### src/rtl/microsequencer.sv
// Microsequencer: selects the next microstore address from decode, fetch,
// jump, increment, conditional branch/wait and a bounded call/return stack.
module microsequencer #(
    parameter int unsigned ADDR_W      = 10,
    parameter int unsigned STACK_DEPTH = 4
) (
    input  logic              clk,
    input  logic              reset,
    input  logic [ADDR_W-1:0] current_state,
    input  logic [2:0]        ns_sel,
    input  logic [1:0]        cond_sel,
    input  logic              inv,
    input  logic [ADDR_W-1:0] cr,
    input  logic [ADDR_W-1:0] decoder_state,
    input  logic              moc,
    input  logic              cond_flag,
    input  logic              cond_alt,
    output logic [ADDR_W-1:0] next_state,
    output logic [2:0]        stack_depth,
    output logic              stack_err
);

    localparam int unsigned DEPTH_W = 3;
    localparam logic [DEPTH_W-1:0] FULL_DEPTH = DEPTH_W'(STACK_DEPTH);

    typedef enum logic [2:0] {
        NS_DECODE = 3'b000,
        NS_FETCH  = 3'b001,
        NS_JUMP   = 3'b010,
        NS_INC    = 3'b011,
        NS_BRANCH = 3'b100,
        NS_WAIT   = 3'b101,
        NS_CALL   = 3'b110,
        NS_RETURN = 3'b111
    } ns_sel_e;

    typedef enum logic [1:0] {
        CS_MOC  = 2'b00,
        CS_FLAG = 2'b01,
        CS_ALT  = 2'b10,
        CS_ONE  = 2'b11
    } cond_sel_e;

    logic [ADDR_W-1:0]  stack_mem [STACK_DEPTH];
    logic               src_c;
    logic               cond_c;
    logic [ADDR_W-1:0]  inc_c;
    logic [ADDR_W-1:0]  top_c;
    logic [ADDR_W-1:0]  ns_d;
    logic [DEPTH_W-1:0] depth_d;
    logic               err_d;
    logic               push_c;

    // Only the selected source reaches cond, so unknowns elsewhere cannot leak in.
    always_comb begin
        src_c = 1'b0;
        case (cond_sel)
            CS_MOC:  src_c = moc;
            CS_FLAG: src_c = cond_flag;
            CS_ALT:  src_c = cond_alt;
            CS_ONE:  src_c = 1'b1;
            default: src_c = 1'b0;
        endcase
        cond_c = src_c ^ inv;
        inc_c  = current_state + ADDR_W'(1);
    end

    // Top-of-stack read: entry at index depth-1.
    always_comb begin
        top_c = '0;
        for (int i = 0; i < int'(STACK_DEPTH); i++) begin
            if (stack_depth == DEPTH_W'(i + 1)) begin
                top_c = stack_mem[i];
            end
        end
    end

    // Next-address selection and stack bookkeeping.
    always_comb begin
        ns_d    = next_state;
        depth_d = stack_depth;
        err_d   = stack_err;
        push_c  = 1'b0;
        case (ns_sel)
            NS_DECODE: ns_d = decoder_state;
            NS_FETCH:  ns_d = '0;
            NS_JUMP:   ns_d = cr;
            NS_INC:    ns_d = inc_c;
            NS_BRANCH: ns_d = cond_c ? cr : inc_c;
            NS_WAIT:   ns_d = cond_c ? inc_c : current_state;
            NS_CALL: begin
                ns_d = cr;
                if (stack_depth == FULL_DEPTH) begin
                    err_d = 1'b1;
                end else begin
                    push_c  = 1'b1;
                    depth_d = stack_depth + DEPTH_W'(1);
                end
            end
            NS_RETURN: begin
                if (stack_depth == '0) begin
                    ns_d  = '0;
                    err_d = 1'b1;
                end else begin
                    ns_d    = top_c;
                    depth_d = stack_depth - DEPTH_W'(1);
                end
            end
            default: ns_d = '0;
        endcase
    end

    always_ff @(posedge clk or posedge reset) begin
        if (reset) begin
            next_state  <= '0;
            stack_depth <= '0;
            stack_err   <= 1'b0;
            for (int i = 0; i < int'(STACK_DEPTH); i++) begin
                stack_mem[i] <= '0;
            end
        end else begin
            next_state  <= ns_d;
            stack_depth <= depth_d;
            stack_err   <= err_d;
            for (int i = 0; i < int'(STACK_DEPTH); i++) begin
                if (push_c && stack_depth == DEPTH_W'(i)) begin
                    stack_mem[i] <= inc_c;
                end
            end
        end
    end

endmodule

### config.mk
export PLATFORM = sky130hd
export DESIGN_NAME = microsequencer
export DESIGN_NICKNAME = d
export VERILOG_FILES = /design/src/rtl/microsequencer.sv
export SDC_FILE = /design/constraint.sdc
export NUM_CORES = 1
export LEC_CHECK = 0
export CORE_MARGIN = 3
export CORE_UTILIZATION = 45
export CTS_CLUSTER_DIAMETER = 150
export DETAILED_ROUTE_END_ITERATION = 10
export PLACE_DENSITY_LB_ADDON = 0.08
export SYNTH_ARGS = -nofsm -noshare
export SYNTH_HDL_FRONTEND = slang
export SYNTH_SLANG_ARGS = --single-unit
### constraint.sdc
create_clock -name clk -period 2.5 [get_ports clk]
set_input_delay 0.5 -clock clk [delete_from_list [all_inputs] [get_ports clk]]
set_output_delay 0.5 -clock clk [all_outputs]
set_load 0.02 [all_outputs]
==> flow_summary.ini <==
[outcome]
status = complete, no violations

[detailed_routing]
avgRoutedWirePerCell_um = 17.40
routed_wl_um = 10390
drtIter0Drc = 188
drc = 0
detailedRoute.firstPassIterationCount = 5
num_vias = 3459
ant_nets = 0
viasPerCell = 5.794

[logic_synthesis]
syn-num-nets = 448
synth_area_mm2 = 0.003411
synth_common_cells = nand2_1, dfrtp_1, o21ai_0
yosys.area.top_type_share = 0.3962
synth_cell_type_count = 66
synth_flop_cell = dfrtp_1
avgSynthCellArea_um2 = 8.527
syn_inst = 400
synth_top_cells_by_area = dfrtp_1, nand2_1, o21ai_0, ha_1, nor2_1
yosys.area.top_type = dfrtp_1
synth_edf_count = 0
synthArstFlopShare = 1.000
yosys_register_bits = 54
ys_seq_area_frac = 0.3962
ys_warn_count = 0
synth_most_common_cell = nand2_1

[global_routing]
track_usage = 0.2539
grt_pass1_vias = 3372
grt_max_degree = 25
grt_first_pass_wirelength_um = 17290
grt-ovfl-total = 0
antenna_found_initial = 0

[timing]
slew_headroom = 0.6736
worst_slew_pin_slew_ns = 0.4889
setup_viol = 0
period_needed_ns = 2.344
fmax_mhz = 426.6
finalHoldViolations = 0
period_share = 0.9376
drv_slew = 0
hold_slack_ns = 0.4752
fin_ws_ns = 0.1560
skew_ns = 0.01087
rsz0062_at_grt = false

[worst_setup_path]
worst-path-max-fanout = 4
worstPathRequired_ns = 2.64
slowest_stage = dfrtp_1
crit_type = reg2reg
max_stage_delay_ns = 0.43
worstPathArrival_ns = 2.49
critPathCaptureType = flip-flop
cp-start-kind = flip-flop
path_common_cell = a221oi_1
crit_buf_inv = 1
cp_cell_sequence = inv_1, ha_1, nor4b_4, a221oi_1, a221oi_1, a2111oi_1, a31oi_1
path_delay_family = compound AO/OA/AOI/OAI gates

[floorplanning]
io_pins = 55
die-height_um = 93.06
dieArea_mm2 = 0.008660
floorplan.rows = 31
start_util = 0.4677
core_mm2 = 0.007292
die_x_um = 93.06

[cts]
postCtsSetupBuffers = 0
clock_sinks = 54
tritoncts = built
cts_root_buffer = clkbuf_8
clock_latency_ns = 0.32
cts_buffer_depth = 2
cts_max_level = 2
clk_pin_slew_ns = 0.10
cts_made_buffers = 5

[placement]
portBuffers = 54
pre_cts_slack_ns = -0.2211
hpwl_um = 8220
gp_congestion = 0.8975

[power]
vdd_drop_max_v = 0.0005598
power_density_mw_per_mm2 = 718.8
design_power_total_uw = 3302
leakagePower_uw = 0.001923

[run]
max_cap_violations = 0

[finish]
seqCellArea_mm2 = 0.001351
fin_nets = 545
antenna_cells = 0
syn_to_final_growth_pct = 34.70
fillers = 678
drive_above_1_share = 0.1787
multi_input_area_mm2 = 0.001909

[worst_hold_path]
hold_path_class = reg2reg
## cells by family (layout without fill, tap and decap cells)
| logic type | after synthesis | after routing | synth area share |
|---|---|---|---|
| xor+xnor | 14 | 14 | 0.03595 |
| buf+inv | 39 | 137 | 0.04805 |
| fa+ha+maj | 7 | 7 | 0.02568 |
| mux | 6 | 6 | 0.02017 |
| simple gates | 149 | 149 | 0.2146 |
| flops | 54 | 54 | 0.3962 |
| compound gates | 131 | 131 | 0.2594 |
## cell usage in the layout (no fill, tap or decap), drive strengths merged, types with 3 or more instances in the layout
master,n
o311ai,3
or2,3
o31ai,5
nand2,67
xnor2,8
nor4,3
mux2,4
clkbuf,5
nand2b,5
nand3b,6
nand4,5
inv,9
xor2,6
dfrtp,54
nor2,21
a21oi,10
a211oi,3
nand3,11
nor2b,3
or3,3
nor3,9
o221ai,3
clkdlybuf4s50,54
a221oi,7
a31oi,11
o211ai,8
ha,7
o21ai,50
and3b,3
buf,66
a21o,4
## worst paths after layout
path,from,to,slack (ns),cells past startpoint
setup / recovery,stack_depth[0],next_state[3],0.16,7
hold / removal,stack_err,stack_err,0.48,1
setup reg to reg,stack_depth[0],next_state[3],0.16,7
hold reg to reg,stack_err,stack_err,0.48,1
max in group asynchronous,reset,next_state[1],1.37,3
min in group asynchronous,reset,stack_mem[34],0.51,2
## state kept, by name (all words and copies together), names as in the netlist
register     cells
stack_depth      3
stack_err        1
next_state      10
stack_mem       40
## cell type report
class,count,area share
multi-input cells,307,0.4156
flip-flops and latches,54,0.2941
repair buffers,120,0.2364
well taps,99,0.02696
clock buffers,5,0.01498
inverters,9,0.007353
clock inverters,3,0.004630
## stage by stage
step	setup TNS [ns]	utilization	area [um2]	instances
3_5_place_dp	-0.7142	0.6158	4491	589
2_1_floorplan	0	-	3412	400
4_1_cts	0	0.6282	4581	597
3_3_place_gp	-0.4678	0.6158	4491	589
5_1_grt	0	0.6301	4594	597
6_report	0	0.6301	4594	597
## repair_timing
item                       in CTS  in global routing
setup endpoints to repair       0                  2
hold buffers                    0                  0
gates resized for setup         0                  4
## routing by layer
layer	vias to the layer above	GRT usage	wire (um)
met5	-	0	0
met4	0	0.06593	166
met3	15	0.03620	499
met2	109	0.4073	4991
met1	1673	0.3609	4728
li1	1662	-	-
## where the power goes
| part | total (uW) | internal, uW | switching, uW |
|---|---|---|---|
| logic | 1450 | 652 | 803 |
| clock network | 499 | 197 | 301 |
| registers | 1350 | 1180 | 168 |
| total | 3300 | 2030 | 1270 |
No activity file was read; power rests on OpenSTA's default activity.
==> edit 1: new RTL, same settings <==
The parameter `STACK_DEPTH` goes from 4 to 2.
--- a/src/rtl/microsequencer.sv
+++ b/src/rtl/microsequencer.sv
@@ -2,7 +2,7 @@
 // jump, increment, conditional branch/wait and a bounded call/return stack.
 module microsequencer #(
     parameter int unsigned ADDR_W      = 10,
-    parameter int unsigned STACK_DEPTH = 4
+    parameter int unsigned STACK_DEPTH = 2
 ) (
     input  logic              clk,
     input  logic              reset,
Formal check against the unedited RTL: not equivalent (Yosys sat finds a counterexample within 4 cycles, from zero or initial values and one cycle with reset high).
==> edit 1 against the original RTL <==
Synthesized area decreased by 33%; sequential cell count is 20 lower; final area fell by 30%; count of clock-buffer cells in the layout grew 2; setup slack improved by 0.036 ns; power is 38% lower; routed wire length fell by 39%.
==> edit 1: results (changes against the original RTL) <==
Worst reg-to-reg path cell count: 7 (unchanged)
Seq/Total Area, Yosys: 0.3720 (-0.02419)
GRT Total Usage: 0.2257 (-0.02821)
Synth cell types: 51 (-23%)
First drt pass iteration count: 4 (-1)
Largest net degree at the start of global routing: 35 (+40%)
Post-DP HPWL: 4.913 mm (-40%)
Outcome: complete, no violations
# nets final: 382 (-30%)
Worst-path clk slew: 0.07 ns (-0.03 ns)
Max VDD drop: 0.4539 mV (-19%)
Commonest cells post-synth: 43 x nand2_1, 34 x dfrtp_1, 20 x o21ai_0, 12 x nor2_1, 10 x clkbuf_1
Cells taking the most area after synthesis: dfrtp_1 37%, nand2_1 7.1%, o21ai_0 4.4%, ha_1 3.3%, o211a_1 3.1%
1st-iter DRT viols: 117 (-38%)
Clock skew: 0.005671 ns (-0.005194 ns)
Top Registers: stack_mem (20), next_state (10), stack_depth (3)
Clock Latency Late Sink: 0.28 ns (-0.04 ns)
Max FO, Critical Path: 6 (+2)
First-pass GRT wire length: 10.70 mm (-38%)
Reg2Reg Setup Slack: 0.38 ns (+0.22 ns)
Filler Cell Count: 433 (-36%)
Share of layout cells above drive strength 1: 0.1667 (-0.01205)
Via count: 2260 (-35%)
Placement Cell Area: 0.003103 mm^2 (-31%)
CP arrival: 2.48 ns
Number of global-route vias before repair: 2205 (-35%)
Slew @ Worst Pin: 0.7297 ns (+0.2407 ns)
Post-Syn Nets: 302 (-33%)
Wire length per cell: 15.70 um (-9.7%)
RePlAce Congestion: 0.8088 (-9.9%)
## edit 1: cell types whose count changed after synthesis, moves of 8 or more
| cell | unedited run | this run |
|---|---|---|
| o21ai_0 | 47 | 20 |
| nand2_1 | 66 | 43 |
| dfrtp_1 | 54 | 34 |
| a31oi_1 | 11 | 2 |
| clkbuf_1 | 19 | 10 |
| nor2_1 | 21 | 12 |
| a22oi_1 | 1 | 9 |
## edit 1: logic make-up (layout without fill, tap and decap cells)
kind of cell	count (synthesis)	in the layout	share of synthesized area
AO/OA/AOI/OAI	79	79	0.2615
adder cells (fa/ha/maj)	6	6	0.03282
flip-flops	34	34	0.3720
buffers and inverters	21	102	0.04486
multiplexers	8	8	0.03938
XOR/XNOR	11	11	0.04212
AND/OR/NAND/NOR	96	96	0.2073
## edit 1: routing by layer
layer / up-vias / track usage / wire (um)
met5: - / 0 / 0
met4: 0 / 0.07117 / 108
met3: 16 / 0.04930 / 354
met2: 84 / 0.3834 / 3108
met1: 1060 / 0.2844 / 2758
li1: 1100 / - / -
## edit 1: final cells by class
class	instances	share of cell area
multi-input cells	200	0.4175
flip-flops and latches	34	0.2664
repair buffers	89	0.2554
clock buffers	7	0.02703
well taps	67	0.02624
inverters	5	0.005875
clock inverters	1	0.001567
## edit 1: metrics by stage
stage	worst slack (ns)	cells	power (mW)	util	hold slack, ns
final	0.1922	403	2.039	0.6631	0.4753
after global routing	0.06494	403	2.191	0.6631	0.4943
after CTS	0.2088	403	2.054	0.6631	0.4793
after detailed placement	-0.08828	395	1.629	0.6442	0.4643
after global placement	-0.05475	395	1.612	0.6442	0.4610
after floorplan	0.3660	255	1.301	-	0.4497
## edit 1: where the power goes
| group | total, mW | internal (mW) | switching, mW | leakage [nW] |
|---|---|---|---|---|
| clock network | 0.419 | 0.222 | 0.197 | 0.0482 |
| logic | 0.795 | 0.392 | 0.403 | 0.865 |
| registers | 0.825 | 0.722 | 0.103 | 0.432 |
## edit 1: final timing paths
| check | start | endpoint |
|---|---|---|
| max | cond_sel[1] | next_state[6] |
| min | stack_err | stack_err |
| max reg2reg | stack_depth[1] | next_state[6] |
| min reg2reg | stack_err | stack_err |
| max in group asynchronous | reset | stack_mem[9] |
| min in group asynchronous | reset | stack_mem[17] |
## edit 1: critical path: cells and delay by family
kind | cells | cell delay (ns)
buffers and inverters | 1 | 0.44
AOI/OAI and AO/OA | 4 | 1.10
and+or+nand+nor | 1 | 0.43
==> edit 2: new RTL, config.mk and constraints unchanged <==
Made on the original files. Make the reset (`reset`) synchronous in one clocked block.
--- a/src/rtl/microsequencer.sv
+++ b/src/rtl/microsequencer.sv
@@ -110,7 +110,7 @@
         endcase
     end
 
-    always_ff @(posedge clk or posedge reset) begin
+    always_ff @(posedge clk) begin
         if (reset) begin
             next_state  <= '0;
             stack_depth <= '0;
Check against the original RTL: differs if reset is asserted again (counterexample within 4 cycles, from zero or initial values and one cycle with reset high); with reset held inactive, the same outputs for 10 cycles.
==> edit 2 against the original RTL <==
Setup slack gained 0.020 ns; first-iteration DRC count grew 70%; final area shrank 2.9%; hold slack gained 0.022 ns; critical path type is now input port to flip-flop; synthesized area shrank 4.1%; sequential cell count is the same; routed wire length shrank 3.8%; synthesized cell count shrank 11%; critical endpoint is now next_state[1].
Power is not compared: it rests on default switching activity, and its combinational part moved more than twofold at a synthesized area within 25%.
==> edit 2: results (changes against the original RTL) <==
Synth cell types: 58 (-12%)
Fin cells: 547 (-8.4%)
Period utilization: 0.9297 (-0.007901)
Total length of routed wires: 9.987 mm (-3.8%)
Post-Syn Nets: 405 (-9.6%)
Via count: 3197 (-7.6%)
Hold path endpoint: stack_err
Reg2Reg Setup Slack: 0.19 ns (+0.03 ns)
Seq/Total Area, Yosys: 0.4529 (+0.05676)
Placement Cell Area: 0.004322 mm^2 (-3.8%)
Cells taking the most area after synthesis: edfxtp_1 37%, dfxtp_1 8.6%, nor2_1 7.5%, nand2_1 4.2%, ha_1 2.7%
Hold slack: 0.4975 ns (+0.02231 ns)
Hold path startpoint: stack_err
Placed cell count: 537 (-8.8%)
Commonest cells post-synth: 65 x nor2_1, 40 x edfxtp_1, 37 x nand2_1, 16 x clkbuf_1
First-pass GRT wire length: 16.33 mm (-5.6%)
Syn Area/Cell: 9.161 um^2 (+7.4%)
FF-to-FF End: next_state[1]
Outcome: complete, no violations
Max FO, Critical Path: 10 (+6)
Pre-CTS setup slack: -0.2266 ns (-0.005442 ns)
Filler Cell Count: 623 (-8.1%)
Post-DP HPWL: 7.600 mm (-7.5%)
Synth Flop Type: edfxtp_1
# nets final: 498 (-8.6%)
GRT Total Usage: 0.2494 (-0.004516)
CP arrival: 2.52 ns (+0.03 ns)
Reg-to-reg startpoint: stack_depth[0]
RePlAce Congestion: 0.9187 (+2.4%)
CP startpoint: cond_sel[1]
edit 2: cell count changes in the layout (fill, tap and decap cells not counted), sizes merged, moves of 6 or more:
cell	unedited run	this run
dfxtp	0	14
and3	2	10
nor2	21	65
a222oi	0	6
nand2	67	37
edfxtp	0	40
a31oi	11	5
buf	66	54
dfrtp	54	0
o21ai	50	14
edit 2: cell families after synthesis:
family                     synth area share
DFF                                  0.4529
muxes                               0.01262
xor gates and xnor gates            0.03749
and+or+nand+nor                      0.2261
adders and majority gates           0.02678
buffers and inverters               0.03673
AOI/OAI and AO/OA                    0.2074
edit 2: power by group:
group | internal [mW] | switching [mW] | leakage, nW
registers | 1.01 | 0.0179 | 0.530
logic | 0.247 | 0.266 | 1.07
clock network | 0.304 | 0.301 | 0.0587
edit 2: timing repair:
item                                    CTS  global route
buffers inserted                          1             1
endpoints found under the hold margin     0             0
resized for setup                         0             3
pin swaps                                 1             1
endpoints found under the setup margin    1             3
edit 2: layer usage:
layer | track usage | share of wire | wire (um)
met5 | 0 | 0 | 0
met4 | 0.06658 | 0.016 | 161
met3 | 0.04722 | 0.075 | 745
met2 | 0.4047 | 0.48 | 4834
met1 | 0.3418 | 0.43 | 4245
edit 2: cell type report:
class	count	area, um^2	area share
Clock buffer	5	68.82	0.01542
Clock inverter	3	47.55	0.01065
Inverter	8	30.03	0.006728
Timing Repair Buffer	108	1021	0.2288
Tap cell	96	120.1	0.02691
Sequential cell	54	1481	0.3319
Multi-Input combinational cell	273	1694	0.3796
edit 2: critical path, cell delays in order:
cell and delay (ns):
clkdlybuf4s50_1 0.44, or3b_1 0.43, o22a_1 0.29, buf_4 0.21, a21boi_0 0.19, o211ai_1 0.12, a311oi_2 0.35
